$ cat src/rtl/draw_scheduler_pkg.sv
// Shared definitions for the draw scheduler slice.
//   sched_state_t : scheduler FSM states
//   draw_cmd_t    : one draw-engine command {item, erase, pos}
//   ITEM_*        : item encodings, POS_MAX : highest slot position
//   DEF_*         : default per-sprite durations and counter width
package draw_scheduler_pkg;

  typedef enum logic [1:0] {
    ST_IDLE,
    ST_ISSUE,
    ST_WAIT,
    ST_DONE
  } sched_state_t;

  typedef struct packed {
    logic       item;
    logic       erase;
    logic [2:0] pos;
  } draw_cmd_t;

  localparam logic        ITEM_PRESS = 1'b1;
  localparam logic        ITEM_GARB  = 1'b0;
  localparam logic [2:0]  POS_MAX    = 3'd5;

  localparam int unsigned DEF_PRESS_CYCLES = 2402;
  localparam int unsigned DEF_GARB_CYCLES  = 402;
  localparam int unsigned DEF_CNT_W        = 12;

endpackage

$ cat src/rtl/draw_scheduler_slot.sv
// draw_req_slot: 1-deep pending command latch for one requester.
//   CLOCK_50, reset_n : clock, synchronous active-low reset
//   valid, item, erase, pos : one-cycle command pulse from the requester
//   grant : scheduler is taking the held command this cycle
//   pend  : a command is held and not yet served
//   cmd   : the held command
//   ovf   : one-cycle pulse, an unserved command was overwritten
module draw_req_slot
  import draw_scheduler_pkg::*;
(
  input  logic       CLOCK_50,
  input  logic       reset_n,
  input  logic       valid,
  input  logic       item,
  input  logic       erase,
  input  logic [2:0] pos,
  input  logic       grant,
  output logic       pend,
  output draw_cmd_t  cmd,
  output logic       ovf
);

  always_ff @(posedge CLOCK_50) begin
    if (!reset_n) begin
      pend <= 1'b0;
      cmd  <= '0;
      ovf  <= 1'b0;
    end else begin
      // Overwrite only counts as lost when the old command is not being taken now.
      ovf <= valid & pend & ~grant;
      if (valid) begin
        cmd  <= '{item: item, erase: erase, pos: pos};
        pend <= 1'b1;
      end else if (grant) begin
        pend <= 1'b0;
      end
    end
  end

endmodule

$ cat src/rtl/draw_scheduler.sv
// draw_scheduler: round-robin sharing of the draw engine between the press
// sprite FSM (req0) and the garbage sprite FSM (req1).
//   CLOCK_50, reset_n          : clock, synchronous active-low reset
//   req{0,1}_valid/item/erase/pos : one-cycle command pulses
//   drw_item/erase/pos         : held command to the draw engine
//   drw_start                  : one-cycle engine start pulse
//   busy                       : operation in progress (ISSUE/WAIT/DONE)
//   grant_id                   : requester currently or last served
//   done0, done1               : one-cycle completion pulses
//   ovf0, ovf1                 : one-cycle pending-overwrite pulses
module draw_scheduler
  import draw_scheduler_pkg::*;
#(
  parameter int unsigned PRESS_CYCLES = DEF_PRESS_CYCLES,
  parameter int unsigned GARB_CYCLES  = DEF_GARB_CYCLES,
  parameter int unsigned CNT_W        = DEF_CNT_W
) (
  input  logic       CLOCK_50,
  input  logic       reset_n,
  input  logic       req0_valid,
  input  logic       req0_item,
  input  logic       req0_erase,
  input  logic [2:0] req0_pos,
  input  logic       req1_valid,
  input  logic       req1_item,
  input  logic       req1_erase,
  input  logic [2:0] req1_pos,
  output logic       drw_item,
  output logic       drw_erase,
  output logic [2:0] drw_pos,
  output logic       drw_start,
  output logic       busy,
  output logic       grant_id,
  output logic       done0,
  output logic       done1,
  output logic       ovf0,
  output logic       ovf1
);

  localparam logic [CNT_W-1:0] PRESS_LOAD = CNT_W'(PRESS_CYCLES - 1);
  localparam logic [CNT_W-1:0] GARB_LOAD  = CNT_W'(GARB_CYCLES - 1);

  sched_state_t     state, state_n;
  logic [CNT_W-1:0] cnt, cnt_n;
  logic             last_grant, last_n;
  logic             gid_n;
  draw_cmd_t        drw_cmd, cmd_n;
  logic             start_n, busy_n, done0_n, done1_n;

  logic             pend0, pend1, grant0, grant1, win;
  draw_cmd_t        cmd0, cmd1, sel;

  draw_req_slot u_slot0 (
    .CLOCK_50 (CLOCK_50),
    .reset_n  (reset_n),
    .valid    (req0_valid),
    .item     (req0_item),
    .erase    (req0_erase),
    .pos      (req0_pos),
    .grant    (grant0),
    .pend     (pend0),
    .cmd      (cmd0),
    .ovf      (ovf0)
  );

  draw_req_slot u_slot1 (
    .CLOCK_50 (CLOCK_50),
    .reset_n  (reset_n),
    .valid    (req1_valid),
    .item     (req1_item),
    .erase    (req1_erase),
    .pos      (req1_pos),
    .grant    (grant1),
    .pend     (pend1),
    .cmd      (cmd1),
    .ovf      (ovf1)
  );

  always_comb begin
    state_n = state;
    cnt_n   = cnt;
    last_n  = last_grant;
    gid_n   = grant_id;
    cmd_n   = drw_cmd;
    start_n = 1'b0;
    done0_n = 1'b0;
    done1_n = 1'b0;
    grant0  = 1'b0;
    grant1  = 1'b0;
    win     = 1'b0;
    sel     = cmd0;
    unique case (state)
      ST_IDLE: begin
        if (pend0 | pend1) begin
          win     = (pend0 & pend1) ? ~last_grant : pend1;
          grant0  = ~win;
          grant1  = win;
          sel     = win ? cmd1 : cmd0;
          cmd_n   = sel;
          gid_n   = win;
          cnt_n   = (sel.item == ITEM_PRESS) ? PRESS_LOAD : GARB_LOAD;
          start_n = 1'b1;
          state_n = ST_ISSUE;
        end
      end
      // The ISSUE cycle already counts toward the duration, so the counter
      // steps here too; done then lands exactly dur cycles after drw_start.
      ST_ISSUE: begin
        cnt_n   = cnt - 1'b1;
        state_n = ST_WAIT;
      end
      ST_WAIT: begin
        if (cnt == '0) begin
          state_n = ST_DONE;
          done0_n = ~grant_id;
          done1_n = grant_id;
        end else begin
          cnt_n = cnt - 1'b1;
        end
      end
      ST_DONE: begin
        last_n  = grant_id;
        state_n = ST_IDLE;
      end
      default: state_n = ST_IDLE;
    endcase
    busy_n = (state_n != ST_IDLE);
  end

  always_ff @(posedge CLOCK_50) begin
    if (!reset_n) begin
      state      <= ST_IDLE;
      cnt        <= '0;
      last_grant <= 1'b1;
      grant_id   <= 1'b0;
      drw_cmd    <= '0;
      drw_start  <= 1'b0;
      busy       <= 1'b0;
      done0      <= 1'b0;
      done1      <= 1'b0;
    end else begin
      state      <= state_n;
      cnt        <= cnt_n;
      last_grant <= last_n;
      grant_id   <= gid_n;
      drw_cmd    <= cmd_n;
      drw_start  <= start_n;
      busy       <= busy_n;
      done0      <= done0_n;
      done1      <= done1_n;
    end
  end

  assign drw_item  = drw_cmd.item;
  assign drw_erase = drw_cmd.erase;
  assign drw_pos   = drw_cmd.pos;

endmodule

$ cat config.mk
export PLATFORM = sky130hd
export DESIGN_NAME = draw_scheduler
export DESIGN_NICKNAME = d
export VERILOG_FILES = /design/src/rtl/draw_scheduler_pkg.sv /design/src/rtl/draw_scheduler_slot.sv /design/src/rtl/draw_scheduler.sv
export SDC_FILE = /design/constraint.sdc
export NUM_CORES = 1
export LEC_CHECK = 0
export BUFFER_PORTS_ARGS = -buffer_cell sky130_fd_sc_hd__buf_4
export CAP_MARGIN = 30
export CORE_UTILIZATION = 55
export CTS_CLUSTER_SIZE = 8
export DETAILED_ROUTE_END_ITERATION = 7
export GPL_TIMING_DRIVEN = 0
export PLACE_DENSITY = 0.82
export SLEW_MARGIN = 20
export SYNTH_ARGS = -nofsm -noshare
export SYNTH_HDL_FRONTEND = slang
export SYNTH_SLANG_ARGS = --single-unit
$ cat constraint.sdc
create_clock -name CLOCK_50 -period 2.05 [get_ports CLOCK_50]
set_input_delay 0.205 -clock CLOCK_50 [delete_from_list [all_inputs] [get_ports CLOCK_50]]
set_output_delay 0.205 -clock CLOCK_50 [all_outputs]
set_load 0.005 [all_outputs]
==> flow_summary.rst <==
.. list-table::
   :header-rows: 1

   * - Metric
     - Value
   * - Outcome
     - finished clean
   * - Count of port buffers added during placement
     - 23
   * - Reported leakage power
     - ~0.91 nW
   * - Setup Total Neg Slack
     - 0 ns
   * - Count of flip-flops with a built-in enable after synthesis
     - 0
   * - Ys async rst share
     - 0%
   * - Diode count
     - 0
   * - Total routing resource utilization after global routing
     - 23.43%
   * - Hold Worst Slack
     - between 0.09 and 0.1 ns
   * - Unrepaired setup endpoints after global routing
     - no
   * - Detailed Route WL
     - 3752 um
   * - Maximum number of pins on one net before global-route repair
     - 12
   * - Slew at the pin closest to its max-slew limit
     - 0.6449 ns
   * - Fmax
     - 518.9 MHz
   * - Via density
     - between 5 and 6
   * - Fill count
     - around 260
   * - Routed Antenna Nets
     - 0
   * - Distinct cells, synth
     - 50
   * - Comb power frac
     - between 50 and 60%
   * - Top area cells in the synthesized netlist
     - sky130_fd_sc_hd__dfxtp_1 (42%), sky130_fd_sc_hd__mux2i_1 (9.7%), sky130_fd_sc_hd__nor2_1 (5.9%)
   * - Placeable core area
     - approximately 0.0031 mm^2
   * - Area growth, synth to finish
     - 17.13%
   * - Relative slew margins
     - approximately 57%
   * - DP Worst Slack
     - between 0.1 and 0.15 ns
   * - Wire length per cell after detailed routing
     - 13.59 um
   * - Minimum clock period
     - just under 2 ns
   * - Inserted Clock Buffers
     - 5
   * - Data required time of the critical path
     - 2.33 ns
   * - Register-to-register setup slack
     - 0.12 ns
   * - Startpoint type of the worst setup path
     - flop
   * - Source of the worst register-to-register timing path
     - state[0]
   * - #FFs+latches synth
     - 39
   * - Wire length of the first global-routing pass
     - approximately 6200 um
   * - Final count of pins violating max slew
     - 0
   * - Chain of cells forming the critical path
     - inv_1, ha_1, clkbuf_4, nor4b_1, nand4_1, a211o_1, a21oi_1
   * - Most frequently used flop master after synthesis
     - sky130_fd_sc_hd__dfxtp_1
   * - CP max FO
     - 10
   * - Data arrival time of the critical path
     - approximately 2.2 ns
   * - Smallest setup slack after layout
     - 0.1228 ns
   * - Ratio of final minimum period to clock period
     - a little over nine tenths
   * - Share of total power in sequential cells
     - 35.7%
   * - Die width
     - about 60 um
   * - HPWL after detailed placement
     - between 2000 and 3000 um
   * - Finish-stage setup viols
     - 0
   * - Syn nets
     - 220
   * - Initial core utilization
     - 59.32%
   * - Vias
     - between 1500 and 2000
   * - Setup Crit Path Kind
     - flop to flop
   * - Switching Power
     - roughly 0.0013 W
   * - Aggregate global routing overflow
     - 0
   * - Die Y
     - around 60 um
   * - Clk network pwr share
     - roughly 14%
   * - Power per cell area
     - about 1400 mW/mm^2
   * - End of the worst register-to-register path
     - cnt[11]
   * - Post-synthesis instance area
     - between 0.0015 and 0.002 mm^2
   * - Fraction of the yosys area taken by sequential cells
     - ~42%
   * - Slowest stage cell, crit path
     - sky130_fd_sc_hd__dfxtp_1
   * - Syn Area/Cell
     - 9.278 um^2
   * - Clock tree from TritonCTS
     - built
   * - Via count of the first global-routing pass
     - between 1000 and 1500
   * - H-Tree Depth
     - 2
   * - Antenna violations before repair
     - 0
   * - Maximum cell stage delay along the critical path
     - ~0.40 ns
   * - Fraction of layout instances using a drive strength above 1
     - between 10% and 20%
   * - Hold violation total from the final report
     - 0
   * - Worst min-delay path category
     - input port to flop
   * - Clk_lat worst skew
     - 0.34 ns
   * - Clock sink total
     - 39
   * - Type of element capturing the critical path
     - flop
   * - Register-to-Register Path Depth
     - 7
   * - Clock buffer depth
     - 2
   * - Largest vdd supply drop
     - between 0.7 and 0.8 mV
   * - Switching share of power
     - 40.85%
   * - Post-Syn Instances
     - 200
   * - Source of the critical timing path
     - state[0]
   * - Area enclosed by the die boundary
     - between 0.003 and 0.004 mm^2
   * - Number of rows created at floorplan
     - 20
   * - Maximum Capacitance Violations
     - 0
   * - DRC errors left
     - 0
   * - Clock skew after layout
     - between 0.002 and 0.0025 ns
   * - Clock Pin Slew Worst Setup and Hold Paths
     - 0.11 ns
   * - Initial DRC Count
     - roughly 150
   * - Synth area leader
     - sky130_fd_sc_hd__dfxtp_1
   * - Drt first pass iters
     - 4
   * - Pint
     - 0.001848 W
   * - Capturing instance or port of the critical path
     - cnt[11]
   * - GP Congestion
     - between 0.8 and 0.9
   * - Share of the synthesized area in the top cell type
     - 42.08%
   * - Yosys synthesis warning count
     - 0
   * - Number of nets in the layout
     - between 200 and 300
   * - Top Ports
     - 26
   * - CTS Root Cell
     - sky130_fd_sc_hd__clkbuf_4
-- worst min-delay path by stage --
stage	start	endpoint	slack, ns	depth (start not counted)
2_1_floorplan	req0_pos[0]	u_slot0.cmd[0]	0.35	2
3_3_place_gp	req0_erase	u_slot0.cmd[3]	0.44	3
3_5_place_dp	req0_item	u_slot0.cmd[4]	0.45	3
4_1_cts	req1_pos[2]	u_slot1.cmd[2]	0.09	3
5_1_grt	req0_item	u_slot0.cmd[4]	0.08	3
6_report	req1_pos[2]	u_slot1.cmd[2]	0.09	3
-- worst max-delay path, delay by kind of cell (launching register included) --
kind / cells / cell delay [ns]
flops: 1 / 0.40
compound gates: 2 / 0.43
fa+ha+maj: 1 / 0.33
simple gates: 2 / 0.39
buf+inv: 2 / 0.31
-- kinds of logic (layout without fill, tap and decap cells) --
kind of cell    after synthesis  after routing  share of synthesized area [%]
fa+ha+maj                     6              6                          4.046
compound gates               47             47                          18.21
buf+inv                      22             54                          5.866
simple gates                 68             68                          20.10
mux                          18             18                          9.710
flops                        39             39                          42.08
-- cells in the final DEF (no fill, tap or decap), drive strengths merged, types with 2 or more instances in the layout --
master	instances
o311ai	3
nor3	5
a2111oi	2
nand4	2
dfxtp	39
o21ai	8
or3	3
inv	7
a21oi	8
nand3	5
nor2b	2
clkbuf	17
ha	6
nor2	30
a211oi	9
nor4	2
a21boi	3
nand2	7
buf	29
nor4b	2
o21a	2
mux2i	18
o22ai	2
and3	3
-- registers in the layout, summed over array words and instances (netlist names) --
signal        cells
cnt              12
u_slot0.cmd       5
u_slot1.cmd       5
drw_pos           3
state             2
busy              1
done0             1
done1             1
drw_erase         1
drw_item          1
drw_start         1
grant_id          1
last_grant        1
u_slot0.ovf       1
u_slot0.pend      1
u_slot1.ovf       1
u_slot1.pend      1
-- layout make-up --
class	instances	area, um^2	share of cell area (%)
Tap cell	44	55.05	2.533
Inverter	8	30.03	1.382
Clock buffer	8	68.82	3.166
Sequential cell	39	780.7	35.92
Buffer	14	82.58	3.800
Timing Repair Buffer	24	180.2	8.290
Multi-Input combinational cell	139	975.9	44.91
-- repair_timing --
item,CTS,global route
gates resized for setup,0,6
buffers inserted,0,1
endpoints found under the setup margin,0,3
hold buffers,0,0
-- per-stage QoR --
| step | area [um^2] | instances | util [%] | power [W] |
|---|---|---|---|---|
| floorplan | 1856 | 200 | - | 0.002244 |
| global placement | 2083 | 267 | 66.60 | 0.002594 |
| detailed placement | 2083 | 267 | 66.60 | 0.002625 |
| CTS | 2152 | 275 | 68.80 | 0.003057 |
| global route | 2173 | 276 | 69.48 | 0.003358 |
| finish | 2173 | 276 | 69.48 | 0.003124 |
-- power by group through the flow --
stage          clock [W]  sequential, W  combinational [W]
2_1_floorplan          0        0.00110            0.00114
3_3_place_gp           0        0.00112            0.00147
3_5_place_dp           0        0.00113            0.00150
4_1_cts         0.000448        0.00111            0.00150
5_1_grt         0.000482        0.00114            0.00174
6_report        0.000439        0.00111            0.00157
-- cell usage after synthesis (all sizes together) (3+ instances only) --
cell / count
a21oi: 8
mux2i: 18
a21boi: 3
dfxtp: 39
nor2: 30
nand2: 7
a211oi: 9
o311ai: 3
buf: 6
ha: 6
inv: 7
nor3: 5
and3: 3
clkbuf: 8
nand3: 5
or3: 3
o21ai: 8
-- layer usage --
| metal | GRT usage (%) | vias up | routed length, um |
|---|---|---|---|
| met5 | 0 | - | 0 |
| met3 | 5.844 | 6 | 220 |
| li1 | - | 787 | - |
| met2 | 34.44 | 51 | 1635 |
| met1 | 32.72 | 712 | 1846 |
| met4 | 8.970 | 0 | 48 |
No activity file was read; power rests on OpenSTA's default activity.
